File: config.mk
export PLATFORM = sky130hd
export DESIGN_NAME = regfile_write_ctrl_flat
export DESIGN_NICKNAME = d
export VERILOG_FILES = /design/src/rtl/regfile_write_ctrl_pkg.sv /design/src/rtl/regfile_write_ctrl_if.sv /design/src/rtl/regfile_write_ctrl_rr_arbiter.sv /design/src/rtl/regfile_write_ctrl.sv /design/src/flat_wrapper.sv
export SDC_FILE = /design/constraint.sdc
export NUM_CORES = 1
export LEC_CHECK = 0
export BUFFER_PORTS_ARGS = -buffer_cell sky130_fd_sc_hd__buf_4
export CELL_PAD_IN_SITES_DETAIL_PLACEMENT = 1
export CELL_PAD_IN_SITES_GLOBAL_PLACEMENT = 2
export CORE_MARGIN = 10
export CORE_UTILIZATION = 25
export CTS_CLUSTER_SIZE = 28
export DETAILED_ROUTE_END_ITERATION = 16
export PLACE_DENSITY = 0.85
export SLEW_MARGIN = 5
export SYNTH_ARGS = -nofsm -noshare
export SYNTH_HDL_FRONTEND = slang
export SYNTH_SLANG_ARGS = --single-unit
File: constraint.sdc
create_clock -name clk -period 2.2 [get_ports clk]
set_input_delay 0.44 -clock clk [delete_from_list [all_inputs] [get_ports clk]]
set_output_delay 0.44 -clock clk [all_outputs]
set_load 0.02 [all_outputs]
File: src/rtl/regfile_write_ctrl_pkg.sv
// Shared widths and constants for the register-file write-port controller.
package rf_ctrl_pkg;
    localparam int ADDR_W = 5;
    localparam int DATA_W = 32;
    localparam int NREGS = 32;
    localparam logic [ADDR_W-1:0] REG_ZERO = 5'd0;
endpackage

File: src/rtl/regfile_write_ctrl_if.sv
// Writeback request bus between the NREQ writeback sources and the write-port controller.
interface regfile_write_ctrl_if
    import rf_ctrl_pkg::*;
#(
    parameter int NREQ = 2
);
    logic [NREQ-1:0] req_valid;
    logic [NREQ*ADDR_W-1:0] req_addr;
    logic [NREQ*DATA_W-1:0] req_data;
    logic [NREQ-1:0] req_ready;

    modport master (
        output req_valid,
        output req_addr,
        output req_data,
        input req_ready
    );

    modport slave (
        input req_valid,
        input req_addr,
        input req_data,
        output req_ready
    );
endinterface

File: src/rtl/regfile_write_ctrl_rr_arbiter.sv
// Round-robin arbiter: searches upward from the pointer, wrapping modulo NREQ.
// The pointer moves past the winner only when the advance strobe is asserted.
module rr_arbiter #(
    parameter int NREQ = 2,
    parameter int IDX_W = $clog2(NREQ)
) (
    input logic clk,
    input logic rst_n,
    input logic [NREQ-1:0] req,
    input logic advance,
    output logic [NREQ-1:0] gnt,
    output logic [IDX_W-1:0] gnt_idx
);
    logic [IDX_W-1:0] ptr_q;
    logic [IDX_W-1:0] ptr_d;
    logic [IDX_W-1:0] idx;
    logic found;
    int j;

    always_comb begin
        gnt = '0;
        gnt_idx = '0;
        found = 1'b0;
        idx = '0;
        j = 0;
        for (int i = 0; i < NREQ; i++) begin
            j = int'(ptr_q) + i;
            if (j >= NREQ) j = j - NREQ;
            idx = IDX_W'(j);
            if (!found && req[idx]) begin
                found = 1'b1;
                gnt[idx] = 1'b1;
                gnt_idx = idx;
            end
        end
    end

    always_comb begin
        ptr_d = ptr_q;
        if (advance) begin
            if (int'(gnt_idx) == NREQ - 1) ptr_d = '0;
            else ptr_d = gnt_idx + 1'b1;
        end
    end

    always_ff @(posedge clk or negedge rst_n) begin
        if (!rst_n) ptr_q <= '0;
        else ptr_q <= ptr_d;
    end
endmodule

File: src/rtl/regfile_write_ctrl.sv
// Owns the register-file write port: arbitrates writeback sources onto we3/a3/wd3
// and keeps a per-register pending scoreboard for RAW hazard detection.
module regfile_write_ctrl
    import rf_ctrl_pkg::*;
#(
    parameter int NREQ = 2
) (
    input logic clk,
    input logic rst_n,
    regfile_write_ctrl_if.slave wb,
    output logic rf_we3,
    output logic [ADDR_W-1:0] rf_a3,
    output logic [DATA_W-1:0] rf_wd3,
    input logic rsv_valid,
    input logic [ADDR_W-1:0] rsv_addr,
    output logic rsv_ready,
    input logic [ADDR_W-1:0] chk_a1,
    input logic [ADDR_W-1:0] chk_a2,
    output logic hazard1,
    output logic hazard2,
    output logic [NREGS-1:0] pending
);
    localparam int IDX_W = $clog2(NREQ);

    logic [NREQ-1:0] gnt;
    logic [IDX_W-1:0] gnt_idx;
    logic accept;
    logic [ADDR_W-1:0] win_addr;
    logic [DATA_W-1:0] win_data;

    logic rf_we3_q, rf_we3_d;
    logic [ADDR_W-1:0] rf_a3_q, rf_a3_d;
    logic [DATA_W-1:0] rf_wd3_q, rf_wd3_d;
    logic [NREGS-1:0] pending_q, pending_d;

    rr_arbiter #(
        .NREQ(NREQ),
        .IDX_W(IDX_W)
    ) u_arb (
        .clk(clk),
        .rst_n(rst_n),
        .req(wb.req_valid),
        .advance(accept),
        .gnt(gnt),
        .gnt_idx(gnt_idx)
    );

    // gnt is only ever raised on a valid requester, so any grant is an accept.
    assign wb.req_ready = gnt;
    assign accept = |gnt;

    always_comb begin
        win_addr = '0;
        win_data = '0;
        for (int i = 0; i < NREQ; i++) begin
            if (gnt[i]) begin
                win_addr = wb.req_addr[i*ADDR_W +: ADDR_W];
                win_data = wb.req_data[i*DATA_W +: DATA_W];
            end
        end
    end

    always_comb begin
        rf_we3_d = 1'b0;
        rf_a3_d = rf_a3_q;
        rf_wd3_d = rf_wd3_q;
        if (accept) begin
            rf_we3_d = (win_addr != REG_ZERO);
            rf_a3_d = win_addr;
            rf_wd3_d = win_data;
        end
    end

    assign rsv_ready = (rsv_addr == REG_ZERO) | ~pending_q[rsv_addr];

    // Clear first so a reservation landing on the commit edge of the same register wins.
    always_comb begin
        pending_d = pending_q;
        if (rf_we3_q) pending_d[rf_a3_q] = 1'b0;
        if (rsv_valid && rsv_ready && (rsv_addr != REG_ZERO)) pending_d[rsv_addr] = 1'b1;
        pending_d[0] = 1'b0;
    end

    always_ff @(posedge clk or negedge rst_n) begin
        if (!rst_n) begin
            rf_we3_q <= 1'b0;
            rf_a3_q <= '0;
            rf_wd3_q <= '0;
            pending_q <= '0;
        end else begin
            rf_we3_q <= rf_we3_d;
            rf_a3_q <= rf_a3_d;
            rf_wd3_q <= rf_wd3_d;
            pending_q <= pending_d;
        end
    end

    assign hazard1 = (chk_a1 != REG_ZERO) & pending_q[chk_a1];
    assign hazard2 = (chk_a2 != REG_ZERO) & pending_q[chk_a2];

    assign rf_we3 = rf_we3_q;
    assign rf_a3 = rf_a3_q;
    assign rf_wd3 = rf_wd3_q;
    assign pending = pending_q;
endmodule

File: src/flat_wrapper.sv
// flat-port wrapper written by rule: the top's interface ports become plain ports
module regfile_write_ctrl_flat import rf_ctrl_pkg::*;
#(
    parameter int NREQ = 2
)
  (clk, rst_n, rf_we3, rf_a3, rf_wd3, rsv_valid, rsv_addr, rsv_ready, chk_a1, chk_a2, hazard1, hazard2, pending, wb_req_valid, wb_req_addr, wb_req_data, wb_req_ready);
  regfile_write_ctrl_if #(.NREQ(NREQ)) wb_i ();
  input logic clk;
  input logic rst_n;
  output logic rf_we3;
  output logic [ADDR_W-1:0] rf_a3;
  output logic [DATA_W-1:0] rf_wd3;
  input logic rsv_valid;
  input logic [ADDR_W-1:0] rsv_addr;
  output logic rsv_ready;
  input logic [ADDR_W-1:0] chk_a1;
  input logic [ADDR_W-1:0] chk_a2;
  output logic hazard1;
  output logic hazard2;
  output logic [NREGS-1:0] pending;
  input wire logic [$bits(wb_i.req_valid)-1:0] wb_req_valid;
  input wire logic [$bits(wb_i.req_addr)-1:0] wb_req_addr;
  input wire logic [$bits(wb_i.req_data)-1:0] wb_req_data;
  output wire logic [$bits(wb_i.req_ready)-1:0] wb_req_ready;
  assign wb_i.req_valid = wb_req_valid;
  assign wb_i.req_addr = wb_req_addr;
  assign wb_i.req_data = wb_req_data;
  assign wb_req_ready = wb_i.req_ready;
  regfile_write_ctrl #(.NREQ(NREQ)) u_core (.clk(clk), .rst_n(rst_n), .wb(wb_i), .rf_we3(rf_we3), .rf_a3(rf_a3), .rf_wd3(rf_wd3), .rsv_valid(rsv_valid), .rsv_addr(rsv_addr), .rsv_ready(rsv_ready), .chk_a1(chk_a1), .chk_a2(chk_a2), .hazard1(hazard1), .hazard2(hazard2), .pending(pending));
endmodule
==> qor.txt <==
status: finished, violations left
violated checks: setup timing
skew final: 0.00527 ns
fin util: 38.1%
setup total negative slack: -0.684 ns
# Max-Cap Violations: 0
Ys Warns: 0
routing usage on met1: 18.5%
CTS tree: built
Final Max Tran Viols: 0
starting density of the core: 25.7%
min setup slack post-route: -0.256 ns
DRT antenna net count: 0
most common cell after layout, fill and taps aside: buf_4
Hold Slack: 0.0375 ns
critical path cell sequence: buf_6 > mux4_2 > o32ai_2 > a211oi_1 > and3_1 > buf_4
Final Routed Wirelength: 18.6 mm
Max H-tree Level: 3
nets: 751
gr usage total: 15.9%
CTS max path bufs: 2
root buf cell: clkbuf_16
Cell Area, Synth: 4290 um^2
Die Height: 151 um
CP Buf/Inv Count: 2
initial antenna violation count: 0
Hold Fails Final Rpt: 0
First DRT Iteration DRCs: 252
Vias/cell: 5.33
final setup fails: 3
Final min period: 2.46 ns
first-pass GRT wire length: 28.8 mm
Post-Syn Area per Cell: 8.91 um^2
highest ir drop seen on vdd: 451 uV
IO Port Bufs: 167
fmax: 407 MHz
layout cells sized above 1: 40.2%
slowest stage cell on the critical path: mux4_2
library cells used by synthesis: 47
kind of critical path: reg2out
DRC Markers: 0
crit-path max FO: 3
startpoint types: flip-flop
Post-synth EDFFs: 0
Tightest Hold Check Type: in2async
CP arrival: 2.02 ns
async set-or-reset flop fraction in the synthesized netlist: 100%
Pwr Density: 1100 nW/um^2
Design Area, Final: 6360 um^2
placed wire-length estimate: 14.2 mm
Post-DP Area: 5940 um^2
Clk Latency, worst-skew pair: 0.34 ns
routability cong.: 0.870
Req. time, crit path: 1.76 ns
busiest grt layer: met2
GRT met2 Usage: 25.9%
Worst Setup End Kind: primary output
via count: 4697
relative slew slack: 65.2%
Clk pin slew, worst setup/hold paths: 0.06 ns
CP peak stage delay: 0.48 ns
#FFs+latches synth: 70
die width: 151 um
RSZ-0062 raised after global routing: yes
Power, Total: 6980 uW
Area Growth Syn to Fin: 48.3%
sequential share of the synthesized area: 40.9%
top_reg_cell synth: dfrtp_1
met3 Track Usage GR: 6.71%
commonest cells after routing, fill and taps aside: 202 x buf_4, 69 x dfrtp_1, 58 x o21ai_0
Net Count, Synth: 575
drt wl/cell: 21.1 um
Least-Margin Pin Slew: 0.520 ns
First-pass DRT Iterations: 4
diodes inserted: 0
FP Rows: 47
vias in the first global route: 5231
Sink Count: 70
Leak: 0.00278 uW
Tcrit/Tclk final: 112%
synthesized instance count: 481
total gr overflow: 0
core area: 16700 um^2
die area: 22800 um^2
CP delay by family, top: multiplexers
I/O pin count: 169
largest net degree at the start of global routing: 42
TritonCTS buffer count: 9
==> final timing paths <==
check	from	endpoint	slack, ns	cells past startpoint
min in group clk	wb_req_addr[0]	u_core.rf_a3[0]$_DFFE_PN0P_	0.35	3
max in group asynchronous	rst_n	u_core.pending[19]$_DFF_PN0_	1.56	2
worst min-delay path	rst_n	u_core.rf_wd3[2]$_DFFE_PN0P_	0.04	1
worst max-delay path	u_core.pending[12]$_DFF_PN0_	hazard1	-0.26	6
worst min register to register	u_core.pending[13]$_DFF_PN0_	u_core.pending[13]$_DFF_PN0_	0.59	2
worst max register to register	u_core.pending[12]$_DFF_PN0_	u_core.pending[15]$_DFF_PN0_	0.46	4
==> report_power, final <==
| group | internal (uW) | switching (uW) |
|---|---|---|
| registers | 1670 | 389 |
| logic | 1560 | 1710 |
| clock network | 1080 | 561 |
==> cells in the mapped netlist (4+ instances only) <==
library cell  count  area, um^2
nor2_1           41         154
o21ai_1           4        20.0
nand2_1          21        78.8
o21ai_0          58         290
o22ai_1          36         225
mux4_2           13         293
mux2_2           13         146
nor3b_1           6        45.0
a31oi_1          35         219
buf_2             4        20.0
inv_1            35         131
nand3b_1         11        82.6
a21oi_1          33         165
nand3_1           9        45.0
nor3_1            9        45.0
dfrtp_1          70        1750
buf_1             7        26.3
clkbuf_1         29         109
==> final cells by class <==
type	count	area (um^2)
flip-flops and latches	70	1750
fillers	1955	10300
repair buffers	207	1580
multi-input cells	334	2280
clock buffers	13	270
inverters	35	131
well taps	220	275
clock inverters	3	65.1
==> logic make-up after synthesis <==
family,after synthesis,synth area share [%]
other,1,0.0875
flip-flops,70,40.9
AO/OA/AOI/OAI,182,24.8
buffers and inverters,77,7.12
multiplexers,31,12.2
AND/OR/NAND/NOR,120,14.9
==> sequential cells by signal, summed over array words and instances (netlist names), named ones only <==
signal / flops
u_core.rf_we3: 1
u_core.rf_a3: 5
u_core.rf_wd3: 32
u_core.pending: 31
==> layer usage <==
layer / part of all wire, % / up-vias
met4: 1.3 / 0
met5: 0 / -
li1: - / 2143
met3: 11 / 16
met1: 40 / 2361
met2: 47 / 177
==> repair_timing <==
item                                    CTS  global route
cloned                                    0             0
buffers inserted                          2             2
pin swaps                                 2             0
endpoints found under the setup margin    3             3
endpoints found under the hold margin     0             0
gates resized for setup                  14             3
hold buffers                              0             0
==> stage by stage <==
stage | worst slack (ns) | cells
2_1_floorplan | -0.0132 | 481
3_3_place_gp | -0.214 | 862
3_5_place_dp | -0.224 | 862
4_1_cts | -0.252 | 880
5_1_grt | -0.314 | 882
6_report | -0.256 | 882
(Power assumes the default switching activity.)
